--- src/rtl/serial_magnitude_comparator.sv ---
// rtl/serial_magnitude_comparator.sv - nibble-serial wide magnitude comparator driving an external 4-bit stage
// Optional feature macro: SMC_EARLY_EXIT_EN (finish on the first unequal slice)
module serial_magnitude_comparator #(
  parameter int WIDTH = 16
) (
  input  logic             clk,
  input  logic             rst,
  input  logic             start,
  input  logic [WIDTH-1:0] a,
  input  logic [WIDTH-1:0] b,
  output logic [3:0]       cmp_a,
  output logic [3:0]       cmp_b,
  input  logic             cmp_agb,
  input  logic             cmp_aeb,
  input  logic             cmp_alb,
  output logic             busy,
  output logic             done,
  output logic             agb,
  output logic             aeb,
  output logic             alb,
  output logic             err
);

  localparam int N  = WIDTH / 4;
  localparam int CW = (N > 1) ? $clog2(N) : 1;

`ifdef SMC_EARLY_EXIT_EN
  localparam bit EARLY_EXIT = 1'b1;
`else
  localparam bit EARLY_EXIT = 1'b0;
`endif

  typedef enum logic [1:0] {
    IDLE = 2'd0,
    RUN  = 2'd1,
    DONE = 2'd2
  } state_t;

  state_t           state;
  logic [WIDTH-1:0] sh_a;
  logic [WIDTH-1:0] sh_b;
  logic [CW-1:0]    cnt;
  logic             decided;

  logic [2:0] trio;
  logic       trio_onehot;
  logic       first_unequal;
  logic       last_slice;

  // Slice decode: validity of the comparator answer and whether this slice settles the verdict
  always_comb begin
    trio          = {cmp_agb, cmp_aeb, cmp_alb};
    trio_onehot   = (trio == 3'b100) || (trio == 3'b010) || (trio == 3'b001);
    first_unequal = !cmp_aeb && !decided;
    last_slice    = (cnt == CW'(N - 1));
  end

  // Only RUN presents real slices; the comparator sees zeros otherwise
  always_comb begin
    cmp_a = 4'd0;
    cmp_b = 4'd0;
    if (state == RUN) begin
      cmp_a = sh_a[WIDTH-1 -: 4];
      cmp_b = sh_b[WIDTH-1 -: 4];
    end
  end

  // Control FSM with registered status and verdict outputs
  always_ff @(posedge clk) begin
    if (rst) begin
      state   <= IDLE;
      sh_a    <= '0;
      sh_b    <= '0;
      cnt     <= '0;
      decided <= 1'b0;
      busy    <= 1'b0;
      done    <= 1'b0;
      agb     <= 1'b0;
      aeb     <= 1'b0;
      alb     <= 1'b0;
      err     <= 1'b0;
    end else begin
      case (state)
        IDLE: begin
          done <= 1'b0;
          if (start) begin
            sh_a    <= a;
            sh_b    <= b;
            cnt     <= '0;
            decided <= 1'b0;
            agb     <= 1'b0;
            aeb     <= 1'b0;
            alb     <= 1'b0;
            err     <= 1'b0;
            busy    <= 1'b1;
            state   <= RUN;
          end
        end
        RUN: begin
          if (!trio_onehot) begin
            // A broken comparator answer voids the whole comparison
            err   <= 1'b1;
            agb   <= 1'b0;
            aeb   <= 1'b0;
            alb   <= 1'b0;
            done  <= 1'b1;
            state <= DONE;
          end else begin
            sh_a <= sh_a << 4;
            sh_b <= sh_b << 4;
            cnt  <= cnt + CW'(1);
            if (first_unequal) begin
              agb     <= cmp_agb;
              alb     <= cmp_alb;
              decided <= 1'b1;
            end
            if (last_slice && !decided && !first_unequal) begin
              aeb <= 1'b1;
            end
            if (last_slice || (EARLY_EXIT && first_unequal)) begin
              done  <= 1'b1;
              state <= DONE;
            end
          end
        end
        DONE: begin
          // start is deliberately not looked at here
          done  <= 1'b0;
          busy  <= 1'b0;
          state <= IDLE;
        end
        default: begin
          done  <= 1'b0;
          busy  <= 1'b0;
          state <= IDLE;
        end
      endcase
    end
  end

endmodule
--- config.mk ---
export PLATFORM = sky130hd
export DESIGN_NAME = serial_magnitude_comparator
export DESIGN_NICKNAME = d
export VERILOG_FILES = /design/src/rtl/serial_magnitude_comparator.sv
export SDC_FILE = /design/constraint.sdc
export NUM_CORES = 1
export LEC_CHECK = 0
export ABC_AREA = 1
export ABC_CLOCK_PERIOD_IN_PS = 1400
export BUFFER_PORTS_ARGS = -buffer_cell sky130_fd_sc_hd__clkbuf_2
export CORE_AREA = 2 2 70 72
export CTS_CLUSTER_DIAMETER = 30
export CTS_CLUSTER_SIZE = 40
export DETAILED_ROUTE_END_ITERATION = 7
export DIE_AREA = 0 0 72 74
export GPL_TIMING_DRIVEN = 0
export HOLD_SLACK_MARGIN = 0.12
export PLACE_DENSITY = 0.79
export SLEW_MARGIN = 10
export SYNTH_ARGS = -nofsm -noshare
export SYNTH_HDL_FRONTEND = slang
export SYNTH_SLANG_ARGS = --single-unit
--- constraint.sdc ---
create_clock -name clk -period 1.4 [get_ports clk]
set_clock_uncertainty 0.15 [all_clocks]
set_input_delay 0.21 -clock clk [delete_from_list [all_inputs] [get_ports clk]]
set_output_delay 0.21 -clock clk [all_outputs]
set_load 0.01 [all_outputs]
==> results.md, run 1 <==
- Root buffer cell: clkbuf_8
- Routed via count: 2449
- Ports: 52
- Maximum capacitance violations: 0
- Drt first pass iters: 5
- Area leader, netlist: dfxtp_1
- # clock sinks: 43
- Mean Syn Cell Area: 6.83 sq um
- Critical path class: flip-flop to primary output
- Slew headroom: 51.8%
- WL/cell: 15.5 um
- Max Clk Rate: 608 MHz
- Die height: 74 um
- P per Cell Area: 958 nW/um^2
- First-pass GRT wire length: 8.94 mm
- Reg2reg start: state[0]$_SDFFE_PP0P_
- Layout Nets: 453
- Synthesized netlist cell count: 301
- Final routed DRC violation total: 0
- TritonCTS buffer count: 5
- Post-synth top flop: dfxtp_1
- Worst-path fanout max: 4
- Asr flop ratio synth: 0%
- Layout cell share with drive strength beyond 1: 40.0%
- CP startpoint: state[0]$_SDFFE_PP0P_
- Status: complete, but fails checks
- Syn nets: 340
- Synth top area share: 41.9%
- Clk_lat worst skew: 0.31 ns
- RSZ-0062 raised after global routing: yes
- Cell Rows: 25
- Ant diodes: 0
- Drt initial violations: 269
- Starting Density: 44.7%
- Synth area leaders: dfxtp_1, nand2_1, nor2_1
- Beginning of the worst hold path: start
- CTS tree: done
- GPL Wtd Cong: 0.794
- Peak supply drop: 626 uV
- Most frequent cells after synthesis: nand2_1, nor2_1, dfxtp_1, o21ai_0, inv_1
- Largest net degree at the start of global routing: 13
- Fin cells: 469
- Post-layout util: 74.6%
- Met2 usage: 40.0%
- Critical Path Source Type: flip-flop
- Worst-path clk slew: 0.09 ns
- Antenna-violating nets left: 0
- Setup ws final: -0.244 ns
- Post-Place Setup Slack: -0.148 ns
- Grt ovf: 0
- Total power: 3290 uW
- Total Die Area: 5330 sq um
- I/O Buffers: 51
- Synth cell types: 25
- Worst hold path class: input port to flip-flop
- Slew @ Worst Pin: 0.724 ns
- Core area: 4600 sq um
- Drt total wl: 7.25 mm
- Sequential cell area: 863 sq um
- Number of global-route vias before repair: 2031
- Grt peak-use layer: met2
- Flops & latches, synth: 43
- Top-count cell post-synth: nand2_1
- Final Cycle Share: 117%
- Area growth syn-to-layout: 67.1%
- DIE WIDTH: 72 um
- FILL cells: 309
- Minimum clock period: 1.64 ns
- Setup violators final: 43
- GRT Total Usage: 22.1%
- Post-synthesis sequential area ratio: 41.9%
- H-tree level count: 2
- Placed cells: 406
- Initial antenna violation count: 0
- Total negative slack: -4.43 ns
- CP Data Required Time: 1.04 ns
- Syn. warnings: 0
- Final hold violation count: 0
- Number of synthesized flops with an enable pin: 0
- Worst EP arrival: 1.28 ns
- Crit path capture type: primary output
- Vias per cell: 5.22
- Post-Syn Area: 2050 sq um
- CTS max path bufs: 2
- Multi-input gate area: 1260 sq um
- Failing checks: negative setup slack
- Slew Limit Fails: 0
- Met3 Track Usage GR: 4.20%
- GR Util met1: 24.4%
- Pleak: 0.00164 uW
- DP HPWL: 3.55 mm
==> layer usage <==
layer  routed length, um  vias to the layer above
li1                    -                     1160
met1                2880                     1115
met2                3560                      132
met3                 423                       42
met4                 381                        0
met5                   0                        -
==> cells in the final DEF (no fill, tap or decap), types with 2 or more instances in the layout <==
master,instances
nand2_2,27
dfxtp_2,2
clkbuf_8,7
o21ai_0,24
nand2_8,2
buf_6,20
nand2_4,12
dlygate4sd3_1,35
buf_4,9
inv_1,16
inv_2,3
dfxtp_1,41
a21oi_1,6
nand3_1,4
nand3_2,2
clkbuf_16,2
nor2_2,4
nor2_4,10
buf_8,5
clkbuf_1,4
nand2_1,63
clkbuf_2,43
nor2_1,51
a21oi_2,10
==> layout make-up <==
| type | count | share of cell area (%) |
|---|---|---|
| Buffer | 15 | 4.63 |
| Clock buffer | 8 | 2.92 |
| Inverter | 22 | 2.88 |
| Multi-Input combinational cell | 222 | 36.6 |
| Sequential cell | 43 | 25.2 |
| Tap cell | 54 | 1.97 |
| Timing Repair Buffer | 105 | 25.8 |
==> critical path, stage by stage (launching register included) <==
cell,delay [ns]
dfxtp_2,0.34
inv_2,0.05
nor2_4,0.08
buf_6,0.13
inv_8,0.05
buf_16,0.13
nor2_4,0.09
buf_6,0.11
==> final timing paths <==
check | to | slack [ns] | cells past startpoint
min | state[0]$_SDFFE_PP0P_ | 0.15 | 3
min reg2reg | aeb$_SDFFE_PP0P_ | 0.30 | 2
max | cmp_a[1] | -0.24 | 7
max reg2reg | alb$_SDFFE_PP0P_ | -0.19 | 11
==> registers in the layout, indices dropped and copies added (netlist names) <==
name and cells:
agb 1, alb 1, done 1, aeb 1
sh_b 16, state 2, err 1, busy 1
sh_a 16, decided 1, cnt 2
==> what timing repair did <==
item / 4_1_cts / 5_1_grt
endpoints found under the setup margin: 43 / 46
hold endpoints to repair: 34 / 1
cloned: 3 / 3
pin swaps: 10 / 54
hold buffers: 34 / 1
setup buffers: 6 / 8
resized for setup: 44 / 78
==> cells by family (layout without fill, tap and decap cells) <==
family,after synthesis,count (layout),synth area share (%)
AO/OA/AOI/OAI,43,43,11.7
adder cells (fa/ha/maj),1,1,0.609
buffers and inverters,37,150,9.68
flip-flops,43,43,41.9
AND/OR/NAND/NOR,177,178,36.1
==> power breakdown <==
group | switching (uW) | leakage [uW] | internal [uW]
combinational | 521 | 0.00124 | 453
sequential | 83.7 | 0.000355 | 1330
clock | 447 | 0.0000515 | 451
==> metrics by stage <==
step	hold WS (ns)	area, sq um
final	0.154	3430
after global routing	0.157	3430
after CTS	0.130	3050
after detailed placement	0.260	2380
after global placement	0.255	2380
after floorplan	0.129	2050
Note: power is estimated with default switching activity, not from simulation.
==> inputs of run 2 (changes only) <==
Settings changed: SKIP_CTS_REPAIR_TIMING set to 1.
==> run 2 against run 1 <==
The run still ends with negative setup slack left. Sequential power hardly changed. Non-clock buffer count shrank 14. Worst setup slack got worse by 0.043 ns. Critical path type unchanged. Critical endpoint is now cmp_a[0].
==> results.md, run 2 (synthesized netlist as in run 1, its figures left out) <==
- CP peak stage delay: 0.34 ns
- Drt initial violations: 132
- Switching Share: 30.0%
- Largest net degree at the start of global routing: 13
- Minimum clock period: 1.69 ns
- Sequential cell area: 863 sq um
- DIE WIDTH: 72 um
- GPL Wtd Cong: 0.794
- H-tree level count: 2
- Crit path capture type: primary output
- Regs by FF count: sh_a (16), sh_b (16)
- Ant diodes: 0
- Setup violators final: 39
- WL/cell: 13.1 um
- RSZ-0062 raised after global routing: yes
- Internal power: 2190 uW
- Post-Place Setup Slack: -0.148 ns
- Most frequent cells in the layout: nand2_1, nor2_1, clkbuf_2
- Root buffer cell: clkbuf_8
- Comb pwr share: 27.3%
- Critical Path Source Type: flip-flop
- Final hold violation count: 0
- Total power: 3120 uW
- Critical R2R Capture: sh_a[10]$_SDFFE_PP0P_
- Routed via count: 2184
- Drt total wl: 5.95 mm
- P per Cell Area: 996 nW/um^2
- Pleak: 0.00147 uW
- Die height: 74 um
- Worst setup path endpoint: cmp_a[0]
- Crit path max-delay cell type: dfxtp_2
- Slew Limit Fails: 0
- Critical path class: flip-flop to primary output
- Maximum capacitance violations: 0
- Reg2reg start: state[0]$_SDFFE_PP0P_
- Max Clk Rate: 593 MHz
- Cell Rows: 25
- Clock share of power: 28.2%
- Clk_lat worst skew: 0.30 ns
- Status: complete, but fails checks
- Worst EP arrival: 1.33 ns
- Worst hold path class: input port to flip-flop
- Antenna-violating nets left: 0
- CP Data Required Time: 1.04 ns
- Wl on met1: 2.48 mm
- Drt first pass iters: 5
- # clock sinks: 43
- Multi-input gate area: 1130 sq um
- Vias per cell: 4.80
- Slew @ Worst Pin: 0.706 ns
- First-pass GRT wire length: 7.83 mm
- Slew headroom: 52.9%
- TritonCTS buffer count: 5
- Layout cell share with drive strength beyond 1: 33.9%
- Final routed DRC violation total: 0
- I/O Buffers: 51
- Worst r2r path cells: 9
- Part of the power in registers: 44.6%
- Total Die Area: 5330 sq um
- Grt ovf: 0
- FILL cells: 376
- Worst-path fanout max: 5
- Failing checks: negative setup slack
- GRT Total Usage: 19.5%
- Core area: 4600 sq um
- Initial antenna violation count: 0
- R2R Setup Slk: -0.13 ns
- Number of global-route vias before repair: 1814
- Setup ws final: -0.287 ns
- Most common cell after layout, fill and taps aside: nand2_1
- CTS tree: done
- Area growth syn-to-layout: 52.7%
- NetSw: 939 uW
- Met2 WL: 2.98 mm
- Highest Signal Layer: met4
- Layout Nets: 439
- Met3 WL: 303 um
- CP startpoint: state[0]$_SDFFE_PP0P_
- DP HPWL: 3.55 mm
- Final Cycle Share: 120%
- Starting Density: 44.7%
- Crit path cell chain: inv_2, nor2_4, buf_6, inv_8, clkbuf_16, nor2_4, buf_6
- Peak supply drop: 607 uV
- Ports: 52
- CTS max path bufs: 2
- Worst-path clk slew: 0.08 ns
[run 2: metal layers]
layer,up-vias,global-route usage [%]
li1,1129,-
met1,964,22.0
met2,76,34.7
met3,15,4.34
met4,0,10.1
met5,-,0
[run 2: how the worst min path moves through the flow]
stage / depth (start not counted) / startpoint / end
finish: 5 / b[13] / sh_b[13]$_SDFFE_PP0P_
global route: 5 / b[5] / sh_b[5]$_SDFFE_PP0P_
CTS: 2 / rst / busy$_SDFFE_PP0P_
detailed placement: 2 / rst / busy$_SDFFE_PP0P_
global placement: 2 / rst / busy$_SDFFE_PP0P_
floorplan: 1 / rst / busy$_SDFFE_PP0P_
[run 2: critical path: cells and delay by family (launching register included)]
family	cells	cell delay, ns
AND/OR/NAND/NOR	2	0.19
buffers and inverters	5	0.48
flip-flops	1	0.34
[run 2: final cells by class]
| class | count | share of cell area [%] |
|---|---|---|
| Multi-Input combinational cell | 222 | 35.9 |
| Sequential cell | 43 | 27.5 |
| Timing Repair Buffer | 91 | 23.1 |
| Buffer | 15 | 4.99 |
| Clock buffer | 8 | 3.19 |
| Inverter | 22 | 3.15 |
| Tap cell | 54 | 2.15 |
[run 2: through the flow]
step	std cells	hold WS, ns	util, %	cell area [sq um]	TNS [ns]
floorplan	301	0.129	-	2050	0
global placement	406	0.255	51.7	2380	-1.50
detailed placement	406	0.260	51.7	2380	-3.11
CTS	414	-0.0603	53.9	2480	-6.11
global route	455	0.124	68.2	3140	-6.06
finish	455	0.0774	68.2	3140	-3.79
[run 2: power groups by stage]
stage | combinational (uW) | sequential, uW | clock, uW
2_1_floorplan | 399 | 1410 | 0
3_3_place_gp | 550 | 1410 | 0
3_5_place_dp | 566 | 1410 | 0
4_1_cts | 571 | 1390 | 884
5_1_grt | 925 | 1400 | 929
6_report | 852 | 1390 | 880
